`src/rtl/stat_sched_pkg.sv`:
```
// Shared constants for the pet stat update scheduler: stat indices,
// update directions and the arbiter FSM encoding.
package stat_sched_pkg;

    localparam int NUM_STATS = 5;

    localparam logic [2:0] STAT_FOOD   = 3'd0;
    localparam logic [2:0] STAT_SLEEP  = 3'd1;
    localparam logic [2:0] STAT_FUN    = 3'd2;
    localparam logic [2:0] STAT_HAPPY  = 3'd3;
    localparam logic [2:0] STAT_HEALTH = 3'd4;

    localparam logic DIR_UP   = 1'b1;
    localparam logic DIR_DOWN = 1'b0;

    typedef enum logic [1:0] {
        IDLE  = 2'd0,
        ISSUE = 2'd1,
        GAP   = 2'd2
    } sched_state_e;

    // Round-robin successor: health wraps back to food.
    function automatic logic [2:0] next_stat(input logic [2:0] idx);
        return (idx == STAT_HEALTH) ? STAT_FOOD : idx + 3'd1;
    endfunction

endpackage

```
`src/rtl/decay_timer.sv`:
```
// Seconds counter for one stat: pulses expire on the tick that completes
// PERIOD seconds, then restarts from zero.
module decay_timer #(
    parameter int PERIOD = 30
) (
    input  logic clk,
    input  logic rst,
    input  logic tick_en,
    output logic expire
);

    localparam int CW = (PERIOD > 1) ? $clog2(PERIOD) : 1;

    logic [CW-1:0] cnt_q, cnt_d;

    assign expire = tick_en && (cnt_q == CW'(PERIOD - 1));

    always_comb begin
        cnt_d = cnt_q;
        if (tick_en)
            cnt_d = expire ? '0 : cnt_q + 1'b1;
    end

    always_ff @(posedge clk or posedge rst) begin
        if (rst) cnt_q <= '0;
        else     cnt_q <= cnt_d;
    end

endmodule

```
`src/rtl/stat_update_scheduler.sv`:
```
// Serialises user actions and timed decay into one valid/ready stat update
// stream. Define STAT_UPD_EVT_CNT_EN to build the issued-command counter.
module stat_update_scheduler
    import stat_sched_pkg::*;
#(
    parameter int CLK_FREQ     = 50000000,
    parameter int FOOD_PERIOD  = 30,
    parameter int SLEEP_PERIOD = 31,
    parameter int FUN_PERIOD   = 24,
    parameter int HAPPY_PERIOD = 22
) (
    input  logic       clk,
    input  logic       rst,
    input  logic       feed_req,
    input  logic       rest_req,
    input  logic       play_req,
    input  logic       heal_req,
    input  logic       pause,
    output logic       upd_valid,
    input  logic       upd_ready,
    output logic [2:0] upd_sel,
    output logic       upd_up,
    output logic       sec_tick,
    output logic       lost_evt,
    output logic [7:0] evt_count
);

    localparam int PW = $clog2(CLK_FREQ);

    logic [PW-1:0] presc_q, presc_d;
    logic          tick;

    assign tick     = !pause && (presc_q == PW'(CLK_FREQ - 1));
    assign sec_tick = tick;

    always_comb begin
        presc_d = presc_q;
        if (!pause)
            presc_d = tick ? '0 : presc_q + 1'b1;
    end

    always_ff @(posedge clk or posedge rst) begin
        if (rst) presc_q <= '0;
        else     presc_q <= presc_d;
    end

    logic [3:0] expire;

    decay_timer #(.PERIOD(FOOD_PERIOD)) u_food_timer (
        .clk(clk), .rst(rst), .tick_en(tick), .expire(expire[0])
    );
    decay_timer #(.PERIOD(SLEEP_PERIOD)) u_sleep_timer (
        .clk(clk), .rst(rst), .tick_en(tick), .expire(expire[1])
    );
    decay_timer #(.PERIOD(FUN_PERIOD)) u_fun_timer (
        .clk(clk), .rst(rst), .tick_en(tick), .expire(expire[2])
    );
    decay_timer #(.PERIOD(HAPPY_PERIOD)) u_happy_timer (
        .clk(clk), .rst(rst), .tick_en(tick), .expire(expire[3])
    );

    sched_state_e state_q;
    logic         upd_valid_q;
    logic [2:0]   upd_sel_q;
    logic         upd_up_q;
    logic [2:0]   rr_q;
    logic         hs;

    assign hs        = upd_valid_q && upd_ready;
    assign upd_valid = upd_valid_q;
    assign upd_sel   = upd_sel_q;
    assign upd_up    = upd_up_q;

    logic [NUM_STATS-1:0] up_pend_q, up_pend_d, dn_pend_q, dn_pend_d;
    logic [NUM_STATS-1:0] up_set, dn_set, up_clr, dn_clr;
    logic                 lost_q, lost_d;

    // Happy has no user source and health has no decay timer.
    assign up_set = {heal_req, 1'b0, play_req, rest_req, feed_req};
    assign dn_set = {1'b0, expire};

    always_comb begin
        up_clr = '0;
        dn_clr = '0;
        if (hs) begin
            if (upd_up_q == DIR_UP) up_clr[upd_sel_q] = 1'b1;
            else                    dn_clr[upd_sel_q] = 1'b1;
        end
    end

    // A new event landing on the cycle its flag is served replaces it and is not lost.
    always_comb begin
        up_pend_d = (up_pend_q & ~up_clr) | up_set;
        dn_pend_d = (dn_pend_q & ~dn_clr) | dn_set;
        lost_d    = lost_q
                  | (|(up_set & up_pend_q & ~up_clr))
                  | (|(dn_set & dn_pend_q & ~dn_clr));
    end

    always_ff @(posedge clk or posedge rst) begin
        if (rst) begin
            up_pend_q <= '0;
            dn_pend_q <= '0;
            lost_q    <= 1'b0;
        end else begin
            up_pend_q <= up_pend_d;
            dn_pend_q <= dn_pend_d;
            lost_q    <= lost_d;
        end
    end

    assign lost_evt = lost_q;

    logic [NUM_STATS-1:0] any_pend;
    logic [2:0]           pick, scan;
    logic                 found;

    assign any_pend = up_pend_q | dn_pend_q;

    always_comb begin
        pick  = rr_q;
        scan  = rr_q;
        found = 1'b0;
        for (int k = 0; k < NUM_STATS; k++) begin
            if (!found && any_pend[scan]) begin
                pick  = scan;
                found = 1'b1;
            end
            scan = next_stat(scan);
        end
    end

    always_ff @(posedge clk or posedge rst) begin
        if (rst) begin
            state_q     <= IDLE;
            upd_valid_q <= 1'b0;
            upd_sel_q   <= STAT_FOOD;
            upd_up_q    <= DIR_DOWN;
            rr_q        <= STAT_FOOD;
        end else begin
            case (state_q)
                IDLE: begin
                    if (found) begin
                        upd_sel_q   <= pick;
                        upd_up_q    <= up_pend_q[pick] ? DIR_UP : DIR_DOWN;
                        upd_valid_q <= 1'b1;
                        state_q     <= ISSUE;
                    end
                end
                ISSUE: begin
                    if (hs) begin
                        upd_valid_q <= 1'b0;
                        rr_q        <= next_stat(upd_sel_q);
                        state_q     <= GAP;
                    end
                end
                GAP: begin
                    state_q <= IDLE;
                end
                default: begin
                    upd_valid_q <= 1'b0;
                    state_q     <= IDLE;
                end
            endcase
        end
    end

`ifdef STAT_UPD_EVT_CNT_EN
    logic [7:0] evt_cnt_q;

    always_ff @(posedge clk or posedge rst) begin
        if (rst)                          evt_cnt_q <= 8'd0;
        else if (hs && evt_cnt_q != 8'hFF) evt_cnt_q <= evt_cnt_q + 8'd1;
    end

    assign evt_count = evt_cnt_q;
`else
    assign evt_count = 8'd0;
`endif

endmodule
```
`config.mk`:
```
export PLATFORM = sky130hd
export DESIGN_NAME = stat_update_scheduler
export DESIGN_NICKNAME = d
export VERILOG_FILES = /design/src/rtl/stat_sched_pkg.sv /design/src/rtl/decay_timer.sv /design/src/rtl/stat_update_scheduler.sv
export SDC_FILE = /design/constraint.sdc
export NUM_CORES = 1
export LEC_CHECK = 0
export ABC_AREA = 1
export CAP_MARGIN = 25
export CORE_UTILIZATION = 55
export DETAILED_ROUTE_END_ITERATION = 10
export PLACE_DENSITY = 0.76
export SKIP_CTS_REPAIR_TIMING = 1
export SLEW_MARGIN = 20
export SYNTH_ARGS = -nofsm -noshare
export SYNTH_HDL_FRONTEND = slang
export SYNTH_HIERARCHICAL = 1
export SYNTH_SLANG_ARGS = --single-unit
```
`constraint.sdc`:
```
create_clock -name clk -period 3.76 [get_ports clk]
set_clock_uncertainty 0.1 [all_clocks]
set_input_delay 0.752 -clock clk [delete_from_list [all_inputs] [get_ports clk]]
set_output_delay 0.752 -clock clk [all_outputs]
set_load 0.01 [all_outputs]
```
* Word level (Yosys, flattened, before mapping)
Cells that the tools add are included.
Widths: inputs -> output; s select.
** Storage, ports and cells
- Flip-flop bits (word level) :: 67
- Bits in latches :: 0
- RAM bits :: 0
- Bits in read-only memories :: 0
- Input bits :: 8
- Output and inout port bits :: 15
- Memories kept :: 0
** Operators by class
- $add $sub $neg :: 10
- $mul :: 0
- Div/mod/pow operators :: 0
- Order comparisons :: 8
- Equality and inequality tests :: 14
- Shift-type cells :: 0
- Mux-type cells :: 44
- Bitwise logic cells :: 14
- Reductions and logical operators :: 23
** Operator list (count)
- $mux 5 :: 8
- $lt 3x4->1 const B :: 7
- $mux 3 :: 9
- $add 26x1->26 const B :: 1
- $eq 26x26->1 const B :: 1
- $mux 26 :: 1
- $and 5x5->5 :: 5
- $add 5x1->5 const B :: 4
- $eq 5x5->1 const B :: 4
- $bmux 1 s3 :: 6
- $add 3x1->3 const B :: 5
- $eq 3x3->1 const B :: 5
- $mux 1 :: 15
- $logic_and 1x1->1 :: 11
- $not 5->5 :: 2
- $or 5x5->5 :: 2
- $reduce_or 5->1 :: 2
- $reduce_and 2->1 :: 3
- $and 4x5->5 :: 1
- $logic_not 1->1 :: 5
- $or 5x4->5 :: 1
- $mux 2 :: 2
- $ne 2x2->1 const B :: 2
- $pmux 2 s2 :: 1
- 9 further kinds :: 10

* Longest topological paths before layout
- Depth after elaboration :: 19
- Mapped depth :: 24
- Depth with buffers taken out :: 24

* Modules after synthesis
Netlist, hierarchy kept.
** By module, submodules not included
- stat_update_scheduler :: instances 1, cells an instance 484, area each 3438.3 um^2
- decay_timer at u_food_timer :: instances 1, cells an instance 43, area each 300.3 um^2
- decay_timer at u_sleep_timer :: instances 1, cells an instance 42, area each 295.3 um^2
- decay_timer at u_happy_timer :: instances 1, cells an instance 38, area each 287.8 um^2
- decay_timer at u_fun_timer :: instances 1, cells an instance 34, area each 257.7 um^2

* Least setup slack after synthesis
No wires, ideal clock.
- Path kind :: reg-to-reg
- Start point :: reg rr_q[0]
- End point :: reg upd_up_q (netlist: upd_up)
- Library setup time :: 122 ps
- Data arrival time :: 2781 ps
- Path slack :: 757 ps
- Cell stages (with the launch flop) :: 23
- Cell sequence :: dfrtp_1 inv_2 ha_1 nand2_2 nand2_4 ha_1 nand4_2 nand2_4 ha_1 nor2_1 nand2_1 nand2_2 nand2_4 nor2_4 inv_2 nand2_4 nand3_2 nand2_2 nand3_1 nand2_1 nor2_1 a21oi_1 a21oi_2
** On the way
- Word-level cells in the longest chain between the ends :: 18
- Elaborated cells between the ends (all ways) :: 43
- Those cells by class :: add/sub: 4; eq/ne: 4; mux: 26; reduce/logical: 9
** Ends and longest elaborated chain
- start: declaration :: RTL line stat_update_scheduler.sv:66 : logic [2:0] rr_q;
- start signal: assignment :: RTL line stat_update_scheduler.sv:153 : rr_q <= next_stat(upd_sel_q);
- branches (longest 18 deep; another with $add 3x1->3)
- end signal: assignment :: RTL line stat_update_scheduler.sv:145 : upd_up_q <= up_pend_q[pick] ? DIR_UP : DIR_DOWN;
- end: declaration :: RTL line stat_update_scheduler.sv:65 : logic upd_up_q;
Parallel ways; which one is timed is not known. The select of a mux whose other input is x is not followed.
A chain may end at the register's enable or synchronous reset.

* Worst setup path in the final report
Same ends and word-level chain as after synthesis.

==> flow_summary_export.csv <==
group,metric,value,unit
status,status,"completed",
setup_path,critPathCaptureType,"flip-flop",
placement,portBuffers,14,
pwr,ir_worst_vdd,0.392,mV
detailed_routing,first_pass_iters,5,
setup_path,crit_chain,"inv_2, ha_1, inv_1, ha_1, nand4_2, nand2_4, ha_1, nor2_1, nand2_1, nand2_2, nand2_4, nand2_4, nand2_1, nand2_1, nand2_1, nand3_2, nand2_2, nand3_1, nand2_1, nor2_1, a21oi_1, a21oi_2",
timing,fin_crit_sh,0.902,
synth,ys_top_cells_by_area,"dfrtp_1 (37%), nand2_1 (13%), nand3_1 (8.1%)",
timing,setup_ws,370,ps
synth,ys_warn_count,6,
synth,synth_top_area_frac,0.366,
floorplanning,start_util,0.581,
detailed_routing,ant_nets,0,
setup_path,worstPathArrival,3510,ps
placement,post-dp-hpwl,7430,µm
global_route,grt_pass1_vias,3777,
global_route,grt_first_pass_wirelength,16500,µm
floorplanning,die_area,0.00869,mm²
setup_path,r2r_start,"rr_q[0]",
synth,synth_top_area_cell,"dfrtp_1",
detailed_routing,avgRoutedWirePerCell,12.3,µm
timing,slew_viol_final,0,
pwr,p_per_area,823,mW/mm²
synth,syn_area,0.00458,mm²
floorplanning,io_pins,23,
global_route,met1_usage,0.321,
global_route,gr-total-overflow,0,
min_path,worstHoldPathType,"flip-flop to flip-flop",
min_path,hold_end,"u_fun_timer/cnt_q[4]",
cts,worstSkewPairLatency,340,ps
synth,async_flop_share,1.00,
cts,clk_transition_reported_paths,70,ps
placement,gp_congestion,0.876,
setup_path,required,3880,ps
timing,finalSetupTns,0,ps
setup_path,reg2reg_to,"upd_up",
layout,finalNetCount,691,
synth,yosys.cell_types.count,45,
detailed_routing,viasPerCell,5.23,
floorplanning,num_rows,32,
detailed_routing,routed_wirelength,9510,µm
synth,syn_area_per_cell,7.14,µm²
setup_path,cp-start-kind,"flip-flop",
setup_path,critPathMaxStageDelay,510,ps
setup_path,crit_type,"flip-flop to flip-flop",
setup_path,crit_slowest_cell,"dfrtp_1",
setup_path,path_max_fanout,9,
timing,post-route-min-period,3390,ps
detailed_routing,drtIter0Drc,234,
cts,htree_num_levels,3,
cts,cts_buffers,9,
timing,fmax,295,MHz
global_route,grt_usage,0.238,
timing,finalHoldViolations,0,
cts,cts_sinks,67,
layout,area_delta_synth_final,10.1,%
layout,most-common-layout-cells,"nand2_1 (157), inv_1 (94), nand3_1 (74)",
layout,drive_gt1_frac,0.115,
job,drv_cap,0,
pwr,p_leak,2.63,nW
setup_path,r2r_slack,370,ps
synth,synth_edf_count,0,
layout,fillCellCount,708,
detailed_routing,vias,4039,
global_route,grtUsageMet3,0.0398,
min_path,hold_path_startpoint,"u_fun_timer/cnt_q[4]",
cts,cts_root_buf,"clkbuf_8",
cts,clk_path_buf_depth,2,
layout,final_common_cell,"nand2_1",
floorplanning,dieHeight,93.2,µm
synth,ys.flop_type,"dfrtp_1",
global_route,grt_max_degree,48,
detailed_routing,drc,0,
cts,tritoncts,"built",
global_route,antenna_found_initial,0,
min_path,hold_path_depth,1,
layout,n_antenna_cell,0,
synth,syn_inst,641,
timing,rsz0062_at_grt,"false",
timing,finalSetupViolCount,0,
placement,pre_cts_slack,413,ps
synth,yosysSeqAreaShare,0.366,
global_route,gr-usage-met2,0.394,
floorplanning,dieWidth,93.2,µm
setup_path,cp_common_cell,"nand2_1",
synth,synth-seq-cells,67,
setup_path,rr_worst_depth,22,
floorplanning,core,0.00789,mm²
global_route,busiest_layer,"met2",
==> where the power goes <==
part	internal, mW	leakage (nW)	switching (mW)
clock	0.338	0.0974	0.265
sequential	0.834	0.819	0.138
combinational	0.845	1.72	1.73
==> synthesized netlist by cell type, drive strengths merged, types with 2 or more instances <==
| cell | n |
|---|---|
| nand4 | 8 |
| a31oi | 2 |
| nor2 | 73 |
| xor2 | 8 |
| a21oi | 17 |
| nor4 | 8 |
| nand2 | 183 |
| a21boi | 2 |
| inv | 105 |
| o21a | 3 |
| nor3 | 17 |
| a21o | 3 |
| clkbuf | 2 |
| dfrtp | 67 |
| buf | 8 |
| nand3 | 81 |
| or2 | 3 |
| o21ai | 21 |
| ha | 17 |
==> cell type report <==
class / instances / area [µm²] / share of cell area
inverters: 105 / 394 / 0.0782
multi-input cells: 466 / 2470 / 0.489
flip-flops and latches: 67 / 1680 / 0.333
clock inverters: 4 / 50.0 / 0.00993
well taps: 102 / 128 / 0.0253
repair buffers: 17 / 175 / 0.0347
clock buffers: 11 / 151 / 0.0300
==> per-layer routing <==
layer  wire (µm)  vias to the layer above
li1            -                     2088
met1        4430                     1853
met2        4610                       85
met3         343                       13
met4         120                        0
met5           0                        -
==> sequential cells by signal, summed over array words and instances (netlist names) <==
| register | flops |
|---|---|
| upd_up | 1 |
| rr_q | 3 |
| u_food_timer/cnt_q | 5 |
| state_q | 2 |
| lost_evt | 1 |
| u_sleep_timer/cnt_q | 5 |
| up_pend_q | 5 |
| presc_q | 26 |
| u_happy_timer/cnt_q | 5 |
| dn_pend_q | 5 |
| upd_sel | 3 |
| u_fun_timer/cnt_q | 5 |
| upd_valid | 1 |
==> per-stage QoR <==
step	total power [mW]	util	cells	cell area, µm²	hold WS (ps)
global placement	3.47	0.611	756	4820	374
global route	4.55	0.639	772	5040	423
detailed placement	3.54	0.611	756	4820	382
floorplan	3.03	-	648	4610	360
CTS	4.15	0.637	771	5020	397
finish	4.15	0.639	772	5040	400
==> worst max-delay path by stage <==
stage	from	cells past startpoint	to
after floorplan	rr_q[0]	22	upd_up
final	rr_q[0]	22	upd_up
after CTS	rr_q[0]	22	upd_up
after global routing	rr_q[0]	22	upd_up
after global placement	pause	5	sec_tick
after detailed placement	rr_q[0]	22	upd_up
==> critical path: cells and delay by family (launching register included) <==
kind	cells	cell delay, ps
flops	1	510
compound gates	2	240
fa+ha+maj	3	750
buf+inv	2	290
simple gates	15	1380
==> cells by family after synthesis <==
kind of cell	synth area share
DFF	0.366
adders and majority gates	0.0464
other	0.000819
and+or+nand+nor	0.396
xor gates and xnor gates	0.0172
buffers and inverters	0.101
AOI/OAI and AO/OA	0.0727
No activity file was read; power rests on OpenSTA's default activity.
